<file path="src/rtl/uart_serial_tx.sv">
// uart_serial_tx: parallel word to 8E1-style serial frame (start, LSB-first data,
// even parity, stop), each bit held CLKS_PER_BIT clocks on a registered line.
//
// Ports:
//   clk        - single clock, rising edge
//   reset      - asynchronous, active-high
//   iTransmit  - start request, sampled only while idle
//   iData      - word to send, captured on the accepting edge
//   oSerialOut - serial line, registered, idles high
//   oTxBusy    - high from the cycle after acceptance until frame completion
//   oTxDone    - one-cycle pulse after the stop bit
module uart_serial_tx #(
  parameter int WORD_LENGTH  = 8,
  parameter int CLKS_PER_BIT = 16
) (
  input  logic                   clk,
  input  logic                   reset,
  input  logic                   iTransmit,
  input  logic [WORD_LENGTH-1:0] iData,
  output logic                   oSerialOut,
  output logic                   oTxBusy,
  output logic                   oTxDone
);

  localparam int BAUD_W = $clog2(CLKS_PER_BIT);
  localparam int BIT_W  = $clog2(WORD_LENGTH + 1);

  localparam logic [BAUD_W-1:0] BAUD_LAST =
    BAUD_W'(CLKS_PER_BIT - 1);
  localparam logic [BIT_W-1:0] BIT_LAST =
    BIT_W'(WORD_LENGTH - 1);

  typedef enum logic [2:0] {
    IDLE,
    START,
    DATA,
    PARITY,
    STOP
  } txState_t;

  txState_t state;
  txState_t stateNext;

  logic [BAUD_W-1:0]      baudCnt;
  logic [BAUD_W-1:0]      baudCntNext;
  logic [BIT_W-1:0]       bitCnt;
  logic [BIT_W-1:0]       bitCntNext;
  logic [WORD_LENGTH-1:0] shiftReg;
  logic [WORD_LENGTH-1:0] shiftRegNext;
  logic [WORD_LENGTH-1:0] shifted;
  logic                   parityBit;
  logic                   parityBitNext;
  logic                   serialNext;
  logic                   busyNext;
  logic                   doneNext;
  logic                   bitEnd;

  // Last clock of the current bit period.
  assign bitEnd  = (baudCnt == BAUD_LAST);
  assign shifted = shiftReg >> 1;

  always_ff @(posedge clk or posedge reset) begin
    if (reset) begin
      state      <= IDLE;
      baudCnt    <= '0;
      bitCnt     <= '0;
      shiftReg   <= '0;
      parityBit  <= 1'b0;
      oSerialOut <= 1'b1;
      oTxBusy    <= 1'b0;
      oTxDone    <= 1'b0;
    end else begin
      state      <= stateNext;
      baudCnt    <= baudCntNext;
      bitCnt     <= bitCntNext;
      shiftReg   <= shiftRegNext;
      parityBit  <= parityBitNext;
      oSerialOut <= serialNext;
      oTxBusy    <= busyNext;
      oTxDone    <= doneNext;
    end
  end

  // The line value is computed one edge ahead so that each bit appears on
  // the registered output exactly on its bit-boundary edge.
  always_comb begin
    stateNext     = state;
    baudCntNext   = baudCnt;
    bitCntNext    = bitCnt;
    shiftRegNext  = shiftReg;
    parityBitNext = parityBit;
    serialNext    = oSerialOut;
    busyNext      = 1'b1;
    doneNext      = 1'b0;

    if (state != IDLE) begin
      baudCntNext = bitEnd ? '0 : baudCnt + 1'b1;
    end

    unique case (state)
      IDLE: begin
        serialNext = 1'b1;
        busyNext   = 1'b0;
        if (iTransmit) begin
          stateNext     = START;
          shiftRegNext  = iData;
          parityBitNext = ^iData;
          baudCntNext   = '0;
          bitCntNext    = '0;
          serialNext    = 1'b0;
          busyNext      = 1'b1;
        end
      end
      START: begin
        if (bitEnd) begin
          stateNext  = DATA;
          serialNext = shiftReg[0];
        end
      end
      DATA: begin
        if (bitEnd) begin
          if (bitCnt == BIT_LAST) begin
            stateNext  = PARITY;
            serialNext = parityBit;
          end else begin
            shiftRegNext = shifted;
            bitCntNext   = bitCnt + 1'b1;
            serialNext   = shifted[0];
          end
        end
      end
      PARITY: begin
        if (bitEnd) begin
          stateNext  = STOP;
          serialNext = 1'b1;
        end
      end
      STOP: begin
        if (bitEnd) begin
          stateNext  = IDLE;
          serialNext = 1'b1;
          busyNext   = 1'b0;
          doneNext   = 1'b1;
        end
      end
      default: begin
        stateNext  = IDLE;
        serialNext = 1'b1;
        busyNext   = 1'b0;
      end
    endcase
  end

endmodule

</file>
<file path="config.mk">
export PLATFORM = sky130hd
export DESIGN_NAME = uart_serial_tx
export DESIGN_NICKNAME = d
export VERILOG_FILES = /design/src/rtl/uart_serial_tx.sv
export SDC_FILE = /design/constraint.sdc
export NUM_CORES = 1
export LEC_CHECK = 0
export BUFFER_PORTS_ARGS = -buffer_cell sky130_fd_sc_hd__buf_2
export CORE_UTILIZATION = 35
export DETAILED_ROUTE_END_ITERATION = 8
export GPL_TIMING_DRIVEN = 0
export PLACE_DENSITY_LB_ADDON = 0.15
export RECOVER_POWER = 25
export SLEW_MARGIN = 25
export SYNTH_ARGS = -nofsm -noshare
export SYNTH_HDL_FRONTEND = slang
export SYNTH_SLANG_ARGS = --single-unit
</file>
<file path="constraint.sdc">
create_clock -name clk -period 1.9 [get_ports clk]
set_input_delay 0.095 -clock clk [delete_from_list [all_inputs] [get_ports clk]]
set_output_delay 0.095 -clock clk [all_outputs]
set_load 0.01 [all_outputs]
</file>
Word level (Yosys, flattened, before mapping)
Index checks and enable logic that the tools add are counted.
{ "totals": {"regBits": 23, "output_inout_bits": 3, "elab_cells": 64} }
{ "classes": {"addsub": 2, "eq_ne": 14, "n_mux": 30, "n_reduce_logical": 10} }
{ "op_table": {"columns": ["operator", "n"], "rows": [
  ["4-bit two-way mux", 7],
  ["8-bit two-way mux", 3],
  ["3-bit two-way mux", 6],
  ["8-bit case mux with 2 select lines", 1],
  ["3-bit case mux with 5 select lines", 1],
  ["2-bit != test (second input constant)", 7],
  ["1-bit two-way mux", 9],
  ["4-bit by 1-bit adder with 4-bit output (second input constant)", 2],
  ["4-bit case mux with 2 select lines", 1],
  ["8-bit XOR reduction", 1],
  ["3-bit by 2-bit == test with 1-bit output (second input constant)", 2],
  ["6-bit AND reduction", 1],
  ["4-bit by 3-bit == test with 1-bit output (second input constant)", 1],
  ["4-bit == test (second input constant)", 1],
  ["1-bit case mux with 4 select lines", 1],
  ["4-bit AND reduction", 1],
  ["3-bit by 1-bit == test with 1-bit output (second input constant)", 1],
  ["3-bit == test (second input constant)", 1],
  ["3-bit zero test", 1],
  ["1-bit case mux with 3 select lines", 1],
  ["3-bit AND reduction", 1],
  ["3-bit nonzero test", 1],
  ["3-bit OR reduction", 1],
  ["2-bit by 1-bit != test with 1-bit output (second input constant)", 1],
  ["3 further kinds", 3]
]} }

Longest topological paths before layout
Gate-level depths: netlist of run 1.
{ "depth": {"ltp_word": 5, "mapped_depth": 7, "ltp_nobuf": 5} }

Worst setup path before layout of run 1
Ideal clock, no wire load.
{ "synth_timing": {"path_type": "register to register", "from": "register baudCnt[0]", "to": "register bitCnt[3]", "setup_time_ns": 0.077, "t_arrival_ns": 1.539, "t_required_ns": 1.823, "path_slack_ns": 0.284, "path_stages_with_launch": 8, "path_buffers": 2, "cell_sequence": "dfrtp_1 -> ha_1 -> and3_1 -> buf_2 -> a31oi_1 -> buf_2 -> o21ai_1 -> a21oi_1"} }
{ "synth_between": {"elab_chain_cells": 3} }
{ "synth_rtl": {"columns": ["element", "line_no", "rtl"], "rows": [
  ["start, declared", "44", "logic [BAUD_W-1:0] baudCnt;"],
  ["start signal, assigned", "74", "baudCnt <= baudCntNext;"],
  ["4-bit == test", "59", "assign bitEnd = (baudCnt == BAUD_LAST);"],
  ["2-bit != test (no line)", null, null],
  ["4-bit AND reduction (no line)", null, null],
  ["end signal, assigned", "75", "bitCnt <= bitCntNext;"],
  ["end, declared", "46", "logic [BIT_W-1:0] bitCnt;"]
]} }
No other way between the ends.
A chain may end at the register's enable or synchronous reset.

Worst setup path after layout of run 1
Same ends and word-level chain as after synthesis.

==> results.py, run 1 <==
metrics = {
    "status": {
        "status": "complete, no violations",
    },
    "global_route": {
        "grt_pass1_wl_um": 4200,
        "antenna_found_initial": 0,
        "grt_pass1_vias": 882,
        "gr-total-overflow": 0,
        "grt_max_degree": 24,
        "grt.total_usage_pct": 15.4,
    },
    "synth": {
        "synth-simple-area-share_pct": 20.3,
        "synth.area.mux_share_pct": 7.53,
        "synth_cell_types": 30,
        "synth_compound_area_share_pct": 13.7,
        "synth_top_family_by_area": "simple AND/OR/NAND/NOR gates",
        "synth_xor_area_share_pct": 5.78,
        "synth_nets": 138,
        "synth_seq_cells": 23,
        "syn-cell-area_mm2": 0.00121,
        "synthCells": 125,
        "synthAdderAreaFrac_pct": 2.06,
        "synth_warnings": 0,
        "yosysSeqAreaShare_pct": 47.6,
        "syn_avg_cell_area_um2": 9.70,
    },
    "sta": {
        "rsz0062_at_grt": "true",
        "skew_ns": 0.0220,
        "setup_viol": 0,
        "worst_slack_ns": 0.122,
        "hold_viol": 0,
        "layout_worst_path_cycle_share_pct": 93.6,
        "max_freq_ghz": 0.562,
        "slew_headroom_pct": 39.7,
        "tightest_slew_ns": 0.904,
        "slew_violations": 0,
        "fin_crit_ns": 1.78,
    },
    "worst_hold_path": {
        "min_path_type": "primary input to flip-flop",
        "min_from": "iData[7]",
    },
    "power_and_ir_drop": {
        "power-per-cell-area_mw_per_mm2": 1260,
        "vdd_drop_max_uv": 448,
        "p_leak_nw": 0.580,
    },
    "setup_path": {
        "crit_path_end_kind": "flip-flop",
        "critPathLaunch": "baudCnt[0]",
        "crit_type": "flip-flop to flip-flop",
        "worst_setup_path_start_kind": "flip-flop",
        "slowest_stage": "dfrtp_1",
        "critPathMaxFanout": 10,
        "cp_slowest_stage_delay_ns": 0.46,
        "crit_required_ns": 2.18,
        "arrival_ns": 2.06,
        "crit_chain": "ha_1, and3_1, buf_2, a31oi_2, buf_4, o21ai_1, a21oi_1",
        "r2r_start": "baudCnt[0]",
    },
    "die": {
        "rows": 21,
        "core-area_mm2": 0.00334,
        "die_w_um": 60.9,
        "ios": 14,
        "dieArea_mm2": 0.00370,
        "start_util_pct": 36.3,
        "die_h_um": 60.9,
    },
    "final_layout": {
        "regArea_um2": 577,
        "diodes": 0,
        "final_util_pct": 41.4,
        "area_growth_pct": 13.8,
        "num-nets-final": 157,
        "multiInputGateArea_um2": 606,
        "drive_above_1_share_pct": 16.8,
        "nFillCells": 346,
    },
    "place": {
        "place_ws_ns": 0.0784,
        "hpwl_um": 1690,
        "routabilityCongestion": 0.740,
        "port_buffers": 13,
    },
    "clocking": {
        "cts_tree": "yes",
        "clk_latency_ns": 0.34,
        "cts_inserted_buffers": 3,
        "cts_max_level": 1,
        "cts.sinks": 23,
        "clkTransAtPathRegs_ns": 0.15,
        "cts_setup_buffers": 0,
        "clockBufferDepth": 2,
        "cts_root_buffer": "clkbuf_4",
    },
    "routing": {
        "first_iter_violations": 55,
        "drt_first_pass_iters": 4,
        "drc": 0,
        "wl_per_cell_um": 12.8,
        "drtAntennaViolNets": 0,
        "via_per_inst": 5.02,
        "vias": 949,
        "finalWirelength_um": 2430,
    },
    "flow_run": {
        "max_cap_viol_count": 0,
    },
}
==> worst max-delay path, delay by kind of cell, from the launching register on <==
family,cells,cell delay [ns]
flops,1,0.46
compound gates,3,0.44
buf+inv,2,0.38
fa+ha+maj,1,0.28
simple gates,1,0.16
==> cells in the final DEF, fill, tap and decap left out, drive strengths merged, types with 2 or more instances in the layout <==
master	n
nor2b	2
clkbuf	8
ha	2
inv	2
mux2i	8
nand2	21
buf	14
a211oi	2
or3	2
a31oi	2
dfrtp	22
o21ai	16
nor3	3
nand3	3
nor2	7
a21oi	5
nand3b	3
xnor2	8
==> power by group <==
| part | switching, W | total, W | internal, W |
|---|---|---|---|
| Clock | 0.000164 | 0.000244 | 0.0000791 |
| Sequential | 0.000165 | 0.000860 | 0.000695 |
| Combinational | 0.000350 | 0.000639 | 0.000289 |
| Total | 0.000680 | 0.00174 | 0.00106 |
==> cell type report <==
class	instances	area share [%]
timing repair buffer	14	5.17
clock buffer	3	1.63
sequential	23	41.8
multi-input combinational	94	43.9
clock inverter	1	0.363
inverter	2	0.544
buffer	6	2.45
tap	46	4.17
==> flip-flops by register name, summed over array words and instances (netlist names) <==
register    flops
oTxBusy         1
bitCnt          4
baudCnt         4
oTxDone         1
parityBit       1
state           3
oSerialOut      1
shiftReg        8
==> worst paths after layout <==
kind / cells after the start / slack [ns] / endpoint
max: 7 / 0.12 / bitCnt[3]
min: 3 / 0.01 / shiftReg[7]
max reg2reg: 7 / 0.12 / bitCnt[3]
min reg2reg: 2 / 0.50 / shiftReg[4]
max in group asynchronous: 3 / 0.85 / parityBit
min in group asynchronous: 3 / 0.48 / shiftReg[7]
==> per-layer routing <==
| metal | global-route usage [%] | routed length (µm) | vias to the layer above |
|---|---|---|---|
| met5 | 0 | 0 | - |
| met4 | 7.79 | 53 | 0 |
| met3 | 1.92 | 60 | 5 |
| met2 | 23.2 | 1110 | 14 |
| met1 | 21.6 | 1200 | 458 |
| li1 | - | - | 472 |
==> cells in the mapped netlist (all sizes together) <==
cell     n  area share [%]
and3     1            0.52
mux2i    8             6.6
ha       2             2.1
a21oi    5             2.1
or3      2             1.0
xnor2    8             5.8
nand2   21             6.5
nor3     3             1.2
buf      5             2.1
clkbuf   1            0.31
nand4    1            0.52
nor2     7             2.2
dfstp    1             2.2
nor3b    1             1.5
nor2b    2             1.0
o31ai    1            0.62
o21ai   16             6.6
nand3b   3             1.9
a211oi   2             1.2
o311a    1            0.83
a21o     1            0.62
nand3    3             1.2
nor4b    1             2.0
inv      2            0.62
nand4b   1            0.72
mux2     1            0.93
o32ai    1            0.72
dfrtp   22              45
a31oi    2             1.0
==> through the flow <==
stage / TNS [ns] / std cells / cell area [µm²] / total power (W) / hold slack, ns
after floorplan: 0 / 125 / 1210 / 0.00134 / 0.0962
final: 0 / 189 / 1380 / 0.00174 / 0.0119
after global placement: 0 / 184 / 1340 / 0.00149 / 0.348
after CTS: 0 / 189 / 1370 / 0.00175 / 0.0127
after global routing: -0.0215 / 189 / 1380 / 0.00190 / 0.0217
after detailed placement: 0 / 184 / 1340 / 0.00151 / 0.349
==> what timing repair did <==
item | in CTS | in global routing
endpoints found under the hold margin | 22 | 0
hold buffers | 1 | 0
endpoints found under the setup margin | 0 | 11
resized for setup | 0 | 4
==> logic make-up after synthesis <==
| logic type | after synthesis |
|---|---|
| xor+xnor | 8 |
| buf+inv | 8 |
| fa+ha+maj | 2 |
| simple gates | 46 |
| compound gates | 29 |
| flops | 23 |
| mux | 9 |
Power figures use the tool's default switching activity.
==> run 2: changes to the inputs <==
==> constraint.sdc (replaced) <==
create_clock -name clk -period 2.1 [get_ports clk]
set_input_delay 0.105 -clock clk [delete_from_list [all_inputs] [get_ports clk]]
set_output_delay 0.105 -clock clk [all_outputs]
set_load 0.01 [all_outputs]
==> run 2 against run 1 <==
  * Sequential power shrank 9.7%
  * Wire length is essentially flat
  * Design area shrank 0.82%
  * Via count shrank 0.84%
  * Setup slack gained 0.12 ns
  * Power shrank 10%
  * Critical path depth is the same
  * Clock skew shrank 0.0011 ns
  * Register-to-register slack gained 0.12 ns
  * Clock power shrank 9.8%
  * Critical path type unchanged
==> results.py, run 2 (synthesis results as in run 1) <==
metrics = {
    "global_route": {
        "grt_max_degree": 24,
        "gr-total-overflow": 0,
        "grt.total_usage_pct": 15.4,
        "grt_pass1_wl_um": 4200,
        "antenna_found_initial": 0,
        "grt_pass1_vias": 882,
    },
    "worst_hold_path": {
        "min_from": "iData[7]",
        "min_path_type": "primary input to flip-flop",
    },
    "sta": {
        "rsz0062_at_grt": "false",
        "fin_crit_ns": 1.85,
        "slew_violations": 0,
        "slew_headroom_pct": 39.6,
        "tightest_slew_ns": 0.905,
        "setup_viol": 0,
        "hold_viol": 0,
        "skew_ns": 0.0209,
        "setup_tns_ns": 0,
        "layout_worst_path_cycle_share_pct": 88.3,
        "max_freq_ghz": 0.539,
    },
    "setup_path": {
        "r2r_start": "baudCnt[0]",
        "cp_slowest_stage_delay_ns": 0.46,
        "crit_type": "flip-flop to flip-flop",
        "crit_family": "flip-flops",
        "worst-path-buf-inv": 2,
        "crit_path_end_kind": "flip-flop",
        "crit_chain": "ha_1, and3_1, buf_2, a31oi_1, buf_2, o21ai_1, a21oi_1",
        "critPathLaunch": "baudCnt[0]",
        "slowest_stage": "dfrtp_1",
        "crit_required_ns": 2.38,
        "critPathMaxFanout": 10,
        "worst_setup_path_start_kind": "flip-flop",
        "arrival_ns": 2.13,
        "path_common_cell": "buf_2",
    },
    "place": {
        "routabilityCongestion": 0.740,
        "hpwl_um": 1690,
        "port_buffers": 13,
    },
    "final_layout": {
        "regMostFlops": "shiftReg",
        "largestRegisters": "shiftReg: 8 flops, baudCnt: 4 flops, bitCnt: 4 flops",
        "final_common_cell": "dfrtp_1",
        "diodes": 0,
        "drive_above_1_share_pct": 16.1,
        "final_cell_mix": "dfrtp_1 (22), nand2_1 (21), buf_2 (15), o21ai_1 (11)",
        "largest_reg_flops": 8,
        "num-nets-final": 157,
        "final_util_pct": 41.0,
        "area_growth_pct": 12.9,
    },
    "clocking": {
        "clockBufferDepth": 2,
        "clkTransAtPathRegs_ns": 0.15,
        "cts.sinks": 23,
        "cts_max_level": 1,
        "cts_hold_buf": 1,
        "cts_tree": "yes",
        "ctsResizeCount": 0,
        "clk_latency_ns": 0.33,
        "cts_inserted_buffers": 3,
        "cts_setup_buffers": 0,
        "cts_root_buffer": "clkbuf_4",
    },
    "status": {
        "status": "complete, no violations",
    },
    "routing": {
        "vias": 941,
        "drtAntennaViolNets": 0,
        "first_iter_violations": 55,
        "wl_per_cell_um": 12.8,
        "finalWirelength_um": 2430,
        "drc": 0,
        "drt_first_pass_iters": 4,
        "via_per_inst": 4.98,
    },
    "die": {
        "rows": 21,
        "dieArea_mm2": 0.00370,
        "die_h_um": 60.9,
        "ios": 14,
        "core-area_mm2": 0.00334,
        "start_util_pct": 36.3,
        "die_w_um": 60.9,
    },
    "power_and_ir_drop": {
        "power-per-cell-area_mw_per_mm2": 1150,
        "p_leak_nw": 0.576,
        "vdd_drop_max_uv": 403,
    },
    "flow_run": {
        "max_cap_viol_count": 0,
    },
}
[run 2: cell count changes in the layout (fill, tap and decap cells not counted)]
cell / delta
a31oi_1: +1
buf_4: -1
clkbuf_4: -1
a31oi_2: -1
buf_2: +2
[run 2: worst paths after layout]
check	to	slack [ns]	depth (start not counted)
setup / recovery	bitCnt[3]	0.25	7
setup reg to reg	bitCnt[3]	0.25	7
max in group asynchronous	parityBit	1.04	3
hold / removal	shiftReg[7]	0.02	3
hold reg to reg	shiftReg[4]	0.50	2
min in group asynchronous	shiftReg[7]	0.49	3
[run 2: where the power goes]
group	leakage, nW	internal, W	switching [W]
combinational	0.275	0.000256	0.000316
sequential	0.283	0.000629	0.000148
clock	0.0177	0.0000716	0.000148
total	0.576	0.000957	0.000612
[run 2: final cells by class]
cell class              instances  area, µm²
repair buffers                 14       71.3
fillers                       347       1970
well taps                      46       57.6
multi-input cells              94        599
clock buffers                   3       22.5
inverters                       2       7.51
flip-flops and latches         23        577
plain buffers                   6       28.8
clock inverters                 1       5.00
[run 2: worst register-to-register path: stages (launching register included)]
cell and delay, ns:
dfrtp_1 0.46, ha_1 0.28, and3_1 0.16, buf_2 0.16, a31oi_1 0.23, buf_2 0.27, o21ai_1 0.10, a21oi_1 0.13
[run 2: metrics by stage]
step | power [W] | std cells | instance area [µm²] | hold slack (ns) | worst slack [ns]
floorplan | 0.00121 | 125 | 1210 | 0.106 | 0.484
global placement | 0.00135 | 184 | 1340 | 0.358 | 0.300
detailed placement | 0.00136 | 184 | 1340 | 0.359 | 0.278
CTS | 0.00158 | 189 | 1370 | 0.0227 | 0.246
global route | 0.00171 | 189 | 1370 | 0.0317 | 0.0767
finish | 0.00157 | 189 | 1370 | 0.0232 | 0.246
[run 2: per-layer routing]
layer,global-route usage (%),share of wire [%],vias to the layer above
met2,23.2,45,12
met5,0,0,-
met3,1.92,2.3,5
li1,-,-,470
met4,7.79,2.2,0
met1,21.6,50,454
